==> src/rtl/operand_stack_pkg.sv <==
// operand_stack_pkg: shared definitions for the operand stack.
//   - Default WIDTH/DEPTH, shared with the controller and the testbench.
//   - Command encodings CMD_NOP/CMD_PUSH/CMD_POP/CMD_TOS/CMD_REPL.
//   - op_t: decoded per-cycle actions, and decode_op() producing them.
package operand_stack_pkg;

    localparam int unsigned STACK_WIDTH = 8;
    localparam int unsigned STACK_DEPTH = 16;

    localparam logic [2:0] CMD_NOP  = 3'd0;
    localparam logic [2:0] CMD_PUSH = 3'd1;
    localparam logic [2:0] CMD_POP  = 3'd2;
    localparam logic [2:0] CMD_TOS  = 3'd3;
    localparam logic [2:0] CMD_REPL = 3'd4;

    typedef struct packed {
        logic rd;      // load dout from the current top entry
        logic wr;      // write push_data into the array
        logic wr_top;  // write goes to the top entry (replace) rather than above it
        logic inc;     // sp <= sp + 1
        logic dec;     // sp <= sp - 1
        logic ovf;     // push rejected (stack full)
        logic unf;     // pop/tos rejected (stack empty)
    } op_t;

    // Priority: push&pop (replace) > pop > push (with optional peek) > tos.
    function automatic op_t decode_op(input logic push, input logic pop, input logic tos,
                                      input logic empty, input logic full);
        op_t        op;
        logic [2:0] cmd;
        op = '0;
        if (push && pop)  cmd = CMD_REPL;
        else if (pop)     cmd = CMD_POP;
        else if (push)    cmd = CMD_PUSH;
        else if (tos)     cmd = CMD_TOS;
        else              cmd = CMD_NOP;

        case (cmd)
            CMD_REPL: begin
                if (!empty) begin
                    op.rd     = 1'b1;
                    op.wr     = 1'b1;
                    op.wr_top = 1'b1;
                end else begin
                    // Pop half underflows; an empty stack always has room for the push.
                    op.unf = 1'b1;
                    op.wr  = 1'b1;
                    op.inc = 1'b1;
                end
            end
            CMD_POP: begin
                if (!empty) begin
                    op.rd  = 1'b1;
                    op.dec = 1'b1;
                end else begin
                    op.unf = 1'b1;
                end
            end
            CMD_PUSH: begin
                if (tos) begin
                    if (!empty) op.rd  = 1'b1;
                    else        op.unf = 1'b1;
                end
                if (!full) begin
                    op.wr  = 1'b1;
                    op.inc = 1'b1;
                end else begin
                    op.ovf = 1'b1;
                end
            end
            CMD_TOS: begin
                if (!empty) op.rd  = 1'b1;
                else        op.unf = 1'b1;
            end
            default: ;
        endcase
        return op;
    endfunction

endpackage

==> src/rtl/operand_stack_regfile.sv <==
// operand_stack_regfile: DEPTH x WIDTH storage array for the operand stack.
//   clk    in  rising-edge clock
//   we     in  write enable
//   waddr  in  write address
//   wdata  in  write data
//   raddr  in  read address (asynchronous read)
//   rdata  out read data
// Contents are not reset; the stack pointer alone defines which entries are live.
module operand_stack_regfile #(
    parameter int unsigned WIDTH = 8,
    parameter int unsigned DEPTH = 16,
    parameter int unsigned AW    = $clog2(DEPTH)
) (
    input  logic             clk,
    input  logic             we,
    input  logic [AW-1:0]    waddr,
    input  logic [WIDTH-1:0] wdata,
    input  logic [AW-1:0]    raddr,
    output logic [WIDTH-1:0] rdata
);

    logic [WIDTH-1:0] mem [DEPTH];

    always_ff @(posedge clk) begin
        if (we) mem[waddr] <= wdata;
    end

    assign rdata = mem[raddr];

endmodule

==> src/rtl/operand_stack.sv <==
// operand_stack: LIFO operand stack for the stack-machine datapath.
//   clk        in   rising-edge clock
//   rst_n      in   asynchronous active-low reset
//   push       in   push push_data on top
//   pop        in   remove top entry, copy it to dout
//   tos        in   copy top entry to dout without removal
//   push_data  in   data to push
//   dout       out  registered popped/peeked value (latency 1, holds otherwise)
//   zero       out  dout == 0
//   count      out  number of live entries (0..DEPTH)
//   empty      out  count == 0
//   full       out  count == DEPTH
//   err_ovf    out  sticky: push attempted while full
//   err_unf    out  sticky: pop/tos attempted while empty
// Build option: define STACK_ERR_EN to enable the sticky error flags;
// otherwise err_ovf/err_unf are tied low.
module operand_stack
    import operand_stack_pkg::*;
#(
    parameter int unsigned WIDTH = STACK_WIDTH,
    parameter int unsigned DEPTH = STACK_DEPTH
) (
    input  logic                     clk,
    input  logic                     rst_n,
    input  logic                     push,
    input  logic                     pop,
    input  logic                     tos,
    input  logic [WIDTH-1:0]         push_data,
    output logic [WIDTH-1:0]         dout,
    output logic                     zero,
    output logic [$clog2(DEPTH):0]   count,
    output logic                     empty,
    output logic                     full,
    output logic                     err_ovf,
    output logic                     err_unf
);

    localparam int unsigned AW = $clog2(DEPTH);

    logic [AW:0]       sp_q, sp_d;
    logic [WIDTH-1:0]  dout_q, dout_d;
    logic [WIDTH-1:0]  rdata;
    logic [AW-1:0]     top_addr, waddr;
    op_t               op;

    assign empty = (sp_q == '0);
    assign full  = (sp_q == (AW+1)'(DEPTH));
    assign count = sp_q;
    assign dout  = dout_q;
    assign zero  = (dout_q == '0);

    assign op = decode_op(push, pop, tos, empty, full);

    // With sp == DEPTH the low bits are 0, so the AW-bit subtract wraps to DEPTH-1.
    assign top_addr = sp_q[AW-1:0] - AW'(1);
    assign waddr    = op.wr_top ? top_addr : sp_q[AW-1:0];

    operand_stack_regfile #(
        .WIDTH (WIDTH),
        .DEPTH (DEPTH),
        .AW    (AW)
    ) u_regfile (
        .clk   (clk),
        .we    (op.wr),
        .waddr (waddr),
        .wdata (push_data),
        .raddr (top_addr),
        .rdata (rdata)
    );

    always_comb begin
        sp_d   = sp_q;
        dout_d = dout_q;
        if (op.inc)      sp_d = sp_q + (AW+1)'(1);
        else if (op.dec) sp_d = sp_q - (AW+1)'(1);
        if (op.rd)       dout_d = rdata;
    end

    always_ff @(posedge clk or negedge rst_n) begin
        if (!rst_n) begin
            sp_q   <= '0;
            dout_q <= '0;
        end else begin
            sp_q   <= sp_d;
            dout_q <= dout_d;
        end
    end

`ifdef STACK_ERR_EN
    logic err_ovf_q, err_unf_q;

    always_ff @(posedge clk or negedge rst_n) begin
        if (!rst_n) begin
            err_ovf_q <= 1'b0;
            err_unf_q <= 1'b0;
        end else begin
            err_ovf_q <= err_ovf_q | op.ovf;
            err_unf_q <= err_unf_q | op.unf;
        end
    end

    assign err_ovf = err_ovf_q;
    assign err_unf = err_unf_q;
`else
    logic unused_err;
    assign unused_err = op.ovf | op.unf;
    assign err_ovf    = 1'b0;
    assign err_unf    = 1'b0;
`endif

endmodule

==> config.mk <==
export PLATFORM = sky130hd
export DESIGN_NAME = operand_stack
export DESIGN_NICKNAME = d
export VERILOG_FILES = /design/src/rtl/operand_stack_pkg.sv /design/src/rtl/operand_stack_regfile.sv /design/src/rtl/operand_stack.sv
export SDC_FILE = /design/constraint.sdc
export NUM_CORES = 1
export LEC_CHECK = 0
export CAP_MARGIN = 40
export CELL_PAD_IN_SITES_DETAIL_PLACEMENT = 0
export CELL_PAD_IN_SITES_GLOBAL_PLACEMENT = 1
export CORE_AREA = 2 2 115 117
export DETAILED_ROUTE_END_ITERATION = 6
export DIE_AREA = 0 0 117 119
export PLACE_DENSITY_LB_ADDON = 0.1
export SLEW_MARGIN = 15
export SYNTH_ARGS = -nofsm -noshare
export SYNTH_HDL_FRONTEND = slang
export SYNTH_SLANG_ARGS = --single-unit
==> constraint.sdc <==
create_clock -name clk -period 3.1 [get_ports clk]
set_input_delay 0.31 -clock clk [delete_from_list [all_inputs] [get_ports clk]]
set_output_delay 0.31 -clock clk [all_outputs]
set_load 0.005 [all_outputs]
==> impl_metrics.yaml, run 1 <==
drt:
  drt_first_pass_iters: 4
  ant_nets: 0
  dr_total_vias: 3076
  drc: 0
  via_per_inst: 5.45
  first_iter_violations: 208
  wire_per_inst_um: 22.5
  wl_mm: 12.7
logic_synthesis:
  ys_warn_count: 0
  postSynthAreaPerCell_um2: 18.6
  synth_cell_types: 41
  ys_ff_latch: 141
  synthCells: 315
  syn_area_um2: 5860
  yosysSeqAreaShare: 0.711
timing:
  relSlewSlack: 0.473
  maxSlewViolCount: 0
  tightest_slew_ns: 0.788
  finalHoldViolCount: 0
  setup_ws_ns: 0.349
  setup_tns_ns: 0
  period_share: 0.887
  setup_violations: 0
  fin_crit_ns: 2.75
  rsz0062_at_grt: "false"
  clock.fmax_mhz: 363
  fin_hold_ws_ns: 0.333
  finClkSkew_ns: 0.00555
die:
  num_rows: 42
  die_y_um: 119
  initial_core_util: 0.455
  core_region_area_um2: 12900
  ioPinCount: 31
  dieWidth_um: 117
  die_area_um2: 13900
clock_network:
  clock-sinks: 141
  post-cts-setup-buffers: 0
  cts_tree: "yes"
  clockRootBuffer: "clkbuf_16"
  clk_latency_ns: 0.42
  cts_resized: 0
  clk_path_buf_depth: 2
  clkSlewWorstSetupHoldPaths_ns: 0.06
  hold_buffers: 0
  h-tree-depth: 4
  cts_buffers: 17
cells_and_area:
  area_growth_pct: 21.9
  mostFrequentLayoutCell: "edfxtp_1"
  fill_cells: 998
  drive_gt1_frac: 0.258
  diodes: 0
  fin_nets: 394
  final_cell_mix: "edfxtp_1 (128), mux4_2 (30), clkdlybuf4s50_1 (28)"
  final_cells: 564
power:
  p_leak_nw: 2.45
  vdd_drop_max_uv: 482
  pwr_density_cell_nw_per_um2: 1040
  report.power.total_mw: 7.44
grt:
  grt_max_degree: 36
  grt.total_usage: 0.202
  grt_overflow: 0
  grt_pass1_wl_mm: 19.4
  antenna_found_initial: 0
  grt_pass1_vias: 3185
worst_hold_path:
  hold_class: "primary input to asynchronous set/reset pin"
place:
  hpwlAfterDp_mm: 8.03
  port_buffers: 28
  pre_cts_ws_ns: 0.347
  place_congestion: 0.798
  post-place-cells: 530
setup_path:
  endpoint_kind: "register"
  worstPathRequired_ns: 3.43
  path_class: "register to register"
  cp.arrival_ns: 3.08
  start_kind: "register"
  crit_fanout: 7
run:
  maxCapViolCount: 0
status:
  outcome: "finished, final reports clean"
[synth_stat cells]
library cell,number,area share
a31oi_1,2,0.0021
a21o_1,1,0.0013
xor2_2,1,0.0028
edfxtp_1,128,0.66
nor3_2,3,0.0051
buf_6,3,0.0058
and2_4,1,0.0015
nand2_1,12,0.0077
buf_4,2,0.0026
conb_1,1,0.00064
dfrtp_1,13,0.055
o211ai_1,2,0.0026
xnor2_1,3,0.0045
and3_4,2,0.0038
o21ai_1,2,0.0017
mux2i_1,16,0.027
o21ai_0,3,0.0026
a22oi_1,1,0.0013
nor2b_1,3,0.0032
and2_1,2,0.0021
inv_1,6,0.0038
mux2_2,1,0.0019
nor2_1,20,0.013
nor3b_1,3,0.0038
clkbuf_1,6,0.0038
nor4_1,1,0.0011
or4_1,2,0.0026
mux4_1,2,0.0090
xor2_1,1,0.0015
nand4b_1,1,0.0015
buf_2,6,0.0051
mux4_2,30,0.12
ha_1,5,0.011
or2_2,1,0.0011
nor3_1,6,0.0051
a21oi_1,6,0.0051
o21ai_2,4,0.0060
fa_1,1,0.0034
nand3_1,2,0.0017
or4b_1,1,0.0017
o221ai_1,9,0.013
[cell families after synthesis]
kind of cell             count (synthesis)  share of synthesized area
flip-flops                             141                      0.711
AND/OR/NAND/NOR                         60                     0.0548
multiplexers                            49                      0.153
AO/OA/AOI/OAI                           30                     0.0361
buffers and inverters                   23                     0.0211
adder cells (fa/ha/maj)                  6                     0.0141
XOR/XNOR                                 5                    0.00875
other                                    1                   0.000640
[path summary, 6_finish.rpt]
kind	start	to	slack [ns]	depth (start not counted)
worst max register to register	count[1]	count[4]	0.35	11
worst max-delay path	count[1]	count[4]	0.35	11
worst min register to register	dout[0]	dout[0]	0.56	2
max in group asynchronous	rst_n	count[1]	2.30	1
worst min-delay path	rst_n	count[3]	0.33	1
min in group clk	dout[0]	dout[0]	0.56	2
[report_power, final]
group,switching (mW),internal [mW]
Combinational,1.42,1.41
Sequential,0.121,2.34
Clock,0.737,1.41
[through the flow]
stage	area [um^2]	utilization
2_1_floorplan	5870	-
3_3_place_gp	6500	0.505
3_5_place_dp	6500	0.505
4_1_cts	7130	0.554
5_1_grt	7150	0.555
6_report	7150	0.555
[routing by layer]
metal	global-route usage	wire [um]	vias to the layer above	part of all wire
li1	-	-	1388	-
met1	0.275	5400	1598	0.42
met5	0	0	-	0
met2	0.313	6370	80	0.50
met4	0.0941	231	0	0.018
met3	0.0433	711	10	0.056
[critical path: stages (launching register included)]
cell and delay (ns):
dfrtp_1 0.38, inv_1 0.08, ha_1 0.15, or4b_1 0.58, nand2_1 0.15, nand2_1 0.13
ha_1 0.34, nor2b_1 0.14, o21ai_0 0.19, nor2b_1 0.26, a21oi_1 0.09, o221ai_1 0.17
[sequential cells by signal (all words and copies together), names as in the netlist]
| signal | count |
|---|---|
| u_regfile.mem | 128 |
| count | 5 |
| dout | 8 |
[final cells by class]
class | instances | area, um^2 | area share
sequential | 141 | 4170 | 0.583
multi-input combinational | 152 | 1590 | 0.222
timing repair buffer | 57 | 523 | 0.0732
clock buffer | 18 | 429 | 0.0600
tap | 176 | 220 | 0.0308
clock inverter | 14 | 199 | 0.0278
inverter | 6 | 22.5 | 0.00315
Note: power is estimated with default switching activity, not from simulation.
==> run 2, diff against run 1 <==
Settings changed: CORE_AREA 2 2 115 117 to 2 2 112 114, DIE_AREA 0 0 117 119 to 0 0 114 116.
Clock period 3.1 ns to 3 ns, I/O delays scaled along.
==> impl_metrics.yaml, run 2 (synthesis gave the netlist of run 1 again) <==
drt:
  via_per_inst: 5.64
  ant_nets: 0
  wl_mm: 12.1
  dr_total_vias: 3004
  wire_per_inst_um: 22.8
  drt_first_pass_iters: 4
  first_iter_violations: 198
  drc: 0
clock_network:
  clk_path_buf_depth: 2
  cts_buffers: 17
  clk_latency_ns: 0.42
  clockRootBuffer: "clkbuf_16"
  clock-sinks: 141
  cts_tree: "yes"
  h-tree-depth: 4
  clkSlewWorstSetupHoldPaths_ns: 0.06
  hold_buffers: 0
place:
  hpwlAfterDp_mm: 7.96
  place_area_um2: 6450
  port_buffers: 28
  place_congestion: 0.764
cells_and_area:
  largest_reg_flops: 128
  design_area_um2: 7060
  area_growth_pct: 20.4
  fill_cells: 897
  fin_nets: 392
  final_cell_mix: "edfxtp_1 (128), mux4_2 (30), clkdlybuf4s50_1 (28)"
  finish.utilization: 0.593
  seqCellArea_um2: 4170
  multi_input_area_um2: 1600
  drive_gt1_frac: 0.259
  diodes: 0
  mostFrequentLayoutCell: "edfxtp_1"
  regMostFlops: "u_regfile.mem"
setup_path:
  start_kind: "register"
  cp.arrival_ns: 2.77
  path_class: "register to register"
  r2r_end: "u_regfile.mem[4][5]"
  r2r_slack_ns: 0.27
  crit_fanout: 15
  worstPathRequired_ns: 3.04
  r2r.worst_path.cells: 7
  r2r_start: "count[0]"
  endpoint_kind: "register"
timing:
  setup_violations: 0
  maxSlewViolCount: 0
  fin_hold_ws_ns: 0.299
  finalHoldViolCount: 0
  relSlewSlack: 0.421
  rsz0062_at_grt: "false"
  fin_crit_ns: 2.73
  period_share: 0.909
  setup_tns_ns: 0
  finClkSkew_ns: 0.00652
  clock.fmax_mhz: 367
  tightest_slew_ns: 0.865
grt:
  grt.total_usage: 0.204
  antenna_found_initial: 0
  grt_pass1_vias: 3146
  grt_pass1_wl_mm: 18.9
  grt_max_degree: 29
  grt_overflow: 0
run:
  maxCapViolCount: 0
die:
  ioPinCount: 31
  core_region_area_um2: 11900
  dieWidth_um: 114
  die_area_um2: 13200
  initial_core_util: 0.492
  num_rows: 40
  die_y_um: 116
status:
  outcome: "finished, final reports clean"
worst_hold_path:
  hold_class: "primary input to asynchronous set/reset pin"
power:
  p_leak_nw: 2.42
  pwr_density_cell_nw_per_um2: 1070
  vdd_drop_max_uv: 559
[run 2: cell count changes in the layout (fill, tap and decap cells not counted)]
cell and change:
a21oi_1 -1, a21oi_2 +1, buf_12 -2, bufinv_16 -1
clkbuf_1 +1, clkinv_1 -1, clkinvlp_4 +1, nor2b_1 -1
nor2b_4 +1, o21ai_0 -1, o21ai_1 +1
[run 2: stage by stage]
step                std cells  power [mW]  worst slack, ns
floorplan                 316        4.53          0.00985
global placement          500        5.43            0.225
detailed placement        501        5.44            0.217
CTS                       533        7.59            0.204
global route              533        7.88           0.0628
finish                    533        7.53            0.272
[run 2: worst max-delay path: stages (launching register included)]
cell     delay [ns]
dfrtp_1        0.40
inv_2          0.06
buf_4          0.28
ha_1           0.37
nand3_1        0.21
nor3b_1        0.22
a31oi_1        0.11
nor2_1         0.70
[run 2: cell type report]
cell class | count | area share
Tap cell | 147 | 0.0260
Sequential cell | 141 | 0.590
Clock buffer | 19 | 0.0613
Timing Repair Buffer | 55 | 0.0684
Clock inverter | 13 | 0.0245
Inverter | 6 | 0.00319
Multi-Input combinational cell | 152 | 0.226
[run 2: worst max path at each step]
stage / from / to / slack (ns) / cells after the start
2_1_floorplan: count[0] / count[4] / 0.01 / 15
3_3_place_gp: push / u_regfile.mem[8][2] / 0.22 / 6
3_5_place_dp: count[1] / count[4] / 0.22 / 12
4_1_cts: count[1] / count[4] / 0.20 / 12
5_1_grt: count[1] / count[4] / 0.06 / 12
6_report: count[0] / u_regfile.mem[4][5] / 0.27 / 7
[run 2: report_power, final]
part	leakage (nW)	total (mW)	internal (mW)	switching, mW
sequential	1.31	2.55	2.42	0.130
clock	0.285	2.14	1.38	0.767
combinational	0.825	2.83	1.38	1.44
[run 2: timing repair]
item                       CTS  global route
buffers inserted             0             0
resized for setup            0             2
setup endpoints to repair    0             1
[run 2: routing by layer]
metal / wire (um) / up-vias / track usage
li1: - / 1381 / -
met2: 5920 / 64 / 0.324
met5: 0 / - / 0
met1: 5380 / 1542 / 0.271
met3: 527 / 17 / 0.0486
met4: 308 / 0 / 0.0951
==> run 3, diff against run 2 <==
Settings changed: CELL_PAD_IN_SITES_DETAIL_PLACEMENT 0 to 1, CELL_PAD_IN_SITES_GLOBAL_PLACEMENT 1 to 2, CORE_AREA 2 2 112 114 to 2 2 116 118, DIE_AREA 0 0 114 116 to 0 0 118 120.
==> impl_metrics.yaml, run 3 (synthesis gave the netlist of run 1 again) <==
place:
  pre_cts_ws_ns: 0.308
  port_buffers: 28
  hpwlAfterDp_mm: 8.63
  place_congestion: 0.794
  post-place-cells: 530
clock_network:
  clkSlewWorstSetupHoldPaths_ns: 0.06
  cts_buffers: 17
  clock-sinks: 141
  clockRootBuffer: "clkbuf_16"
  h-tree-depth: 4
  clk_path_buf_depth: 2
  cts_resized: 0
  cts_tree: "yes"
  hold_buffers: 0
  post-cts-setup-buffers: 0
  clk_latency_ns: 0.42
cells_and_area:
  diodes: 0
  regMostFlops: "u_regfile.mem"
  final_cells: 561
  drive_gt1_frac: 0.260
  area_growth_pct: 20.3
  final_cell_mix: "edfxtp_1 (128), mux4_2 (30), clkdlybuf4s50_1 (28)"
  mostFrequentLayoutCell: "edfxtp_1"
  fin_nets: 392
  largest_reg_flops: 128
drt:
  first_iter_violations: 190
  via_per_inst: 5.47
  wire_per_inst_um: 23.1
  drc: 0
  wl_mm: 13.0
  dr_total_vias: 3071
  drt_first_pass_iters: 4
  ant_nets: 0
setup_path:
  critPathTopFamily: "simple AND/OR/NAND/NOR gates"
  cp.arrival_ns: 2.96
  r2r_start: "count[0]"
  worstPathRequired_ns: 3.29
  r2r_end: "count[4]"
  slowest_stage: "nor3b_1"
  crit_fanout: 4
  r2r_slack_ns: 0.33
  path_class: "register to register"
  r2r.worst_path.cells: 12
  endpoint_kind: "register"
  cp.depth: 12
  start_kind: "register"
  cpPeakStageDelay_ns: 0.46
  critical_path.cell_chain: "inv_2, ha_1, nor3b_1, a21oi_2, nand2_1, inv_1, fa_1, nor2b_1, o21ai_0, nor2b_2, o211ai_1, o221ai_1"
  crit_buf_inv: 2
timing:
  period_share: 0.892
  rsz0062_at_grt: "false"
  fin_crit_ns: 2.67
  finClkSkew_ns: 0.00535
  setup_tns_ns: 0
  clock.fmax_mhz: 374
  setup_ws_ns: 0.325
  fin_hold_ws_ns: 0.327
  tightest_slew_ns: 0.861
  finalHoldViolCount: 0
  relSlewSlack: 0.424
  setup_violations: 0
  maxSlewViolCount: 0
grt:
  grt.total_usage: 0.203
  grt_pass1_vias: 3402
  grt_pass1_wl_mm: 20.5
  grt_max_degree: 36
  antenna_found_initial: 0
  grt_overflow: 0
power:
  switching_share: 0.320
  p_int_mw: 5.02
  p_comb_frac: 0.388
  p_clk_frac: 0.265
  pwr-share-seq: 0.347
  p_sw_mw: 2.37
  p_leak_nw: 2.40
  vdd_drop_max_uv: 482
  report.power.total_mw: 7.39
  pwr_density_cell_nw_per_um2: 1050
die:
  dieWidth_um: 118
  num_rows: 42
  ioPinCount: 31
  die_area_um2: 14200
  initial_core_util: 0.452
  die_y_um: 120
  core_region_area_um2: 13000
run:
  maxCapViolCount: 0
worst_hold_path:
  hold_class: "primary input to asynchronous set/reset pin"
status:
  outcome: "finished, final reports clean"
==> run 3: area by class of cell <==
type,instances,area (um^2)
clock inverter,13,126
sequential,141,4170
fill,1194,5930
tap,176,220
inverter,6,22.5
multi-input combinational,152,1590
clock buffer,18,429
timing repair buffer,55,495
==> run 3: metrics by stage <==
| step | util | area, um^2 |
|---|---|---|
| floorplan | - | 5890 |
| global placement | 0.501 | 6500 |
| detailed placement | 0.501 | 6500 |
| CTS | 0.543 | 7050 |
| global route | 0.543 | 7050 |
| finish | 0.543 | 7050 |
==> run 3: worst max path at each step <==
stage | from | to | slack (ns)
floorplan | count[0] | count[4] | 0.01
global route | count[0] | count[4] | 0.02
CTS | count[0] | count[4] | 0.28
detailed placement | count[0] | count[4] | 0.31
finish | count[0] | count[4] | 0.33
global placement | pop | count[4] | 0.36
==> run 3: metal layers <==
metal | vias to the layer above | part of all wire | track usage
met3 | 22 | 0.034 | 0.0404
met2 | 63 | 0.51 | 0.332
met4 | 0 | 0.029 | 0.102
met1 | 1607 | 0.43 | 0.259
li1 | 1379 | - | -
met5 | - | 0 | 0
==> run 3: worst register-to-register path: cells and delay by family, from the launching register on <==
| family | cells | cell delay, ns |
|---|---|---|
| simple gates | 4 | 0.93 |
| fa+ha+maj | 2 | 0.56 |
| compound gates | 4 | 0.51 |
| flops | 1 | 0.40 |
| buf+inv | 2 | 0.16 |
==> run 3: power groups by stage <==
| stage | Combinational (mW) | Clock, mW | Sequential (mW) |
|---|---|---|---|
| 6_report | 2.87 | 1.96 | 2.56 |
| 5_1_grt | 3.13 | 2.07 | 2.59 |
| 3_3_place_gp | 2.90 | 0 | 2.59 |
| 3_5_place_dp | 2.92 | 0 | 2.60 |
| 4_1_cts | 2.94 | 2.00 | 2.57 |
| 2_1_floorplan | 1.96 | 0 | 2.57 |
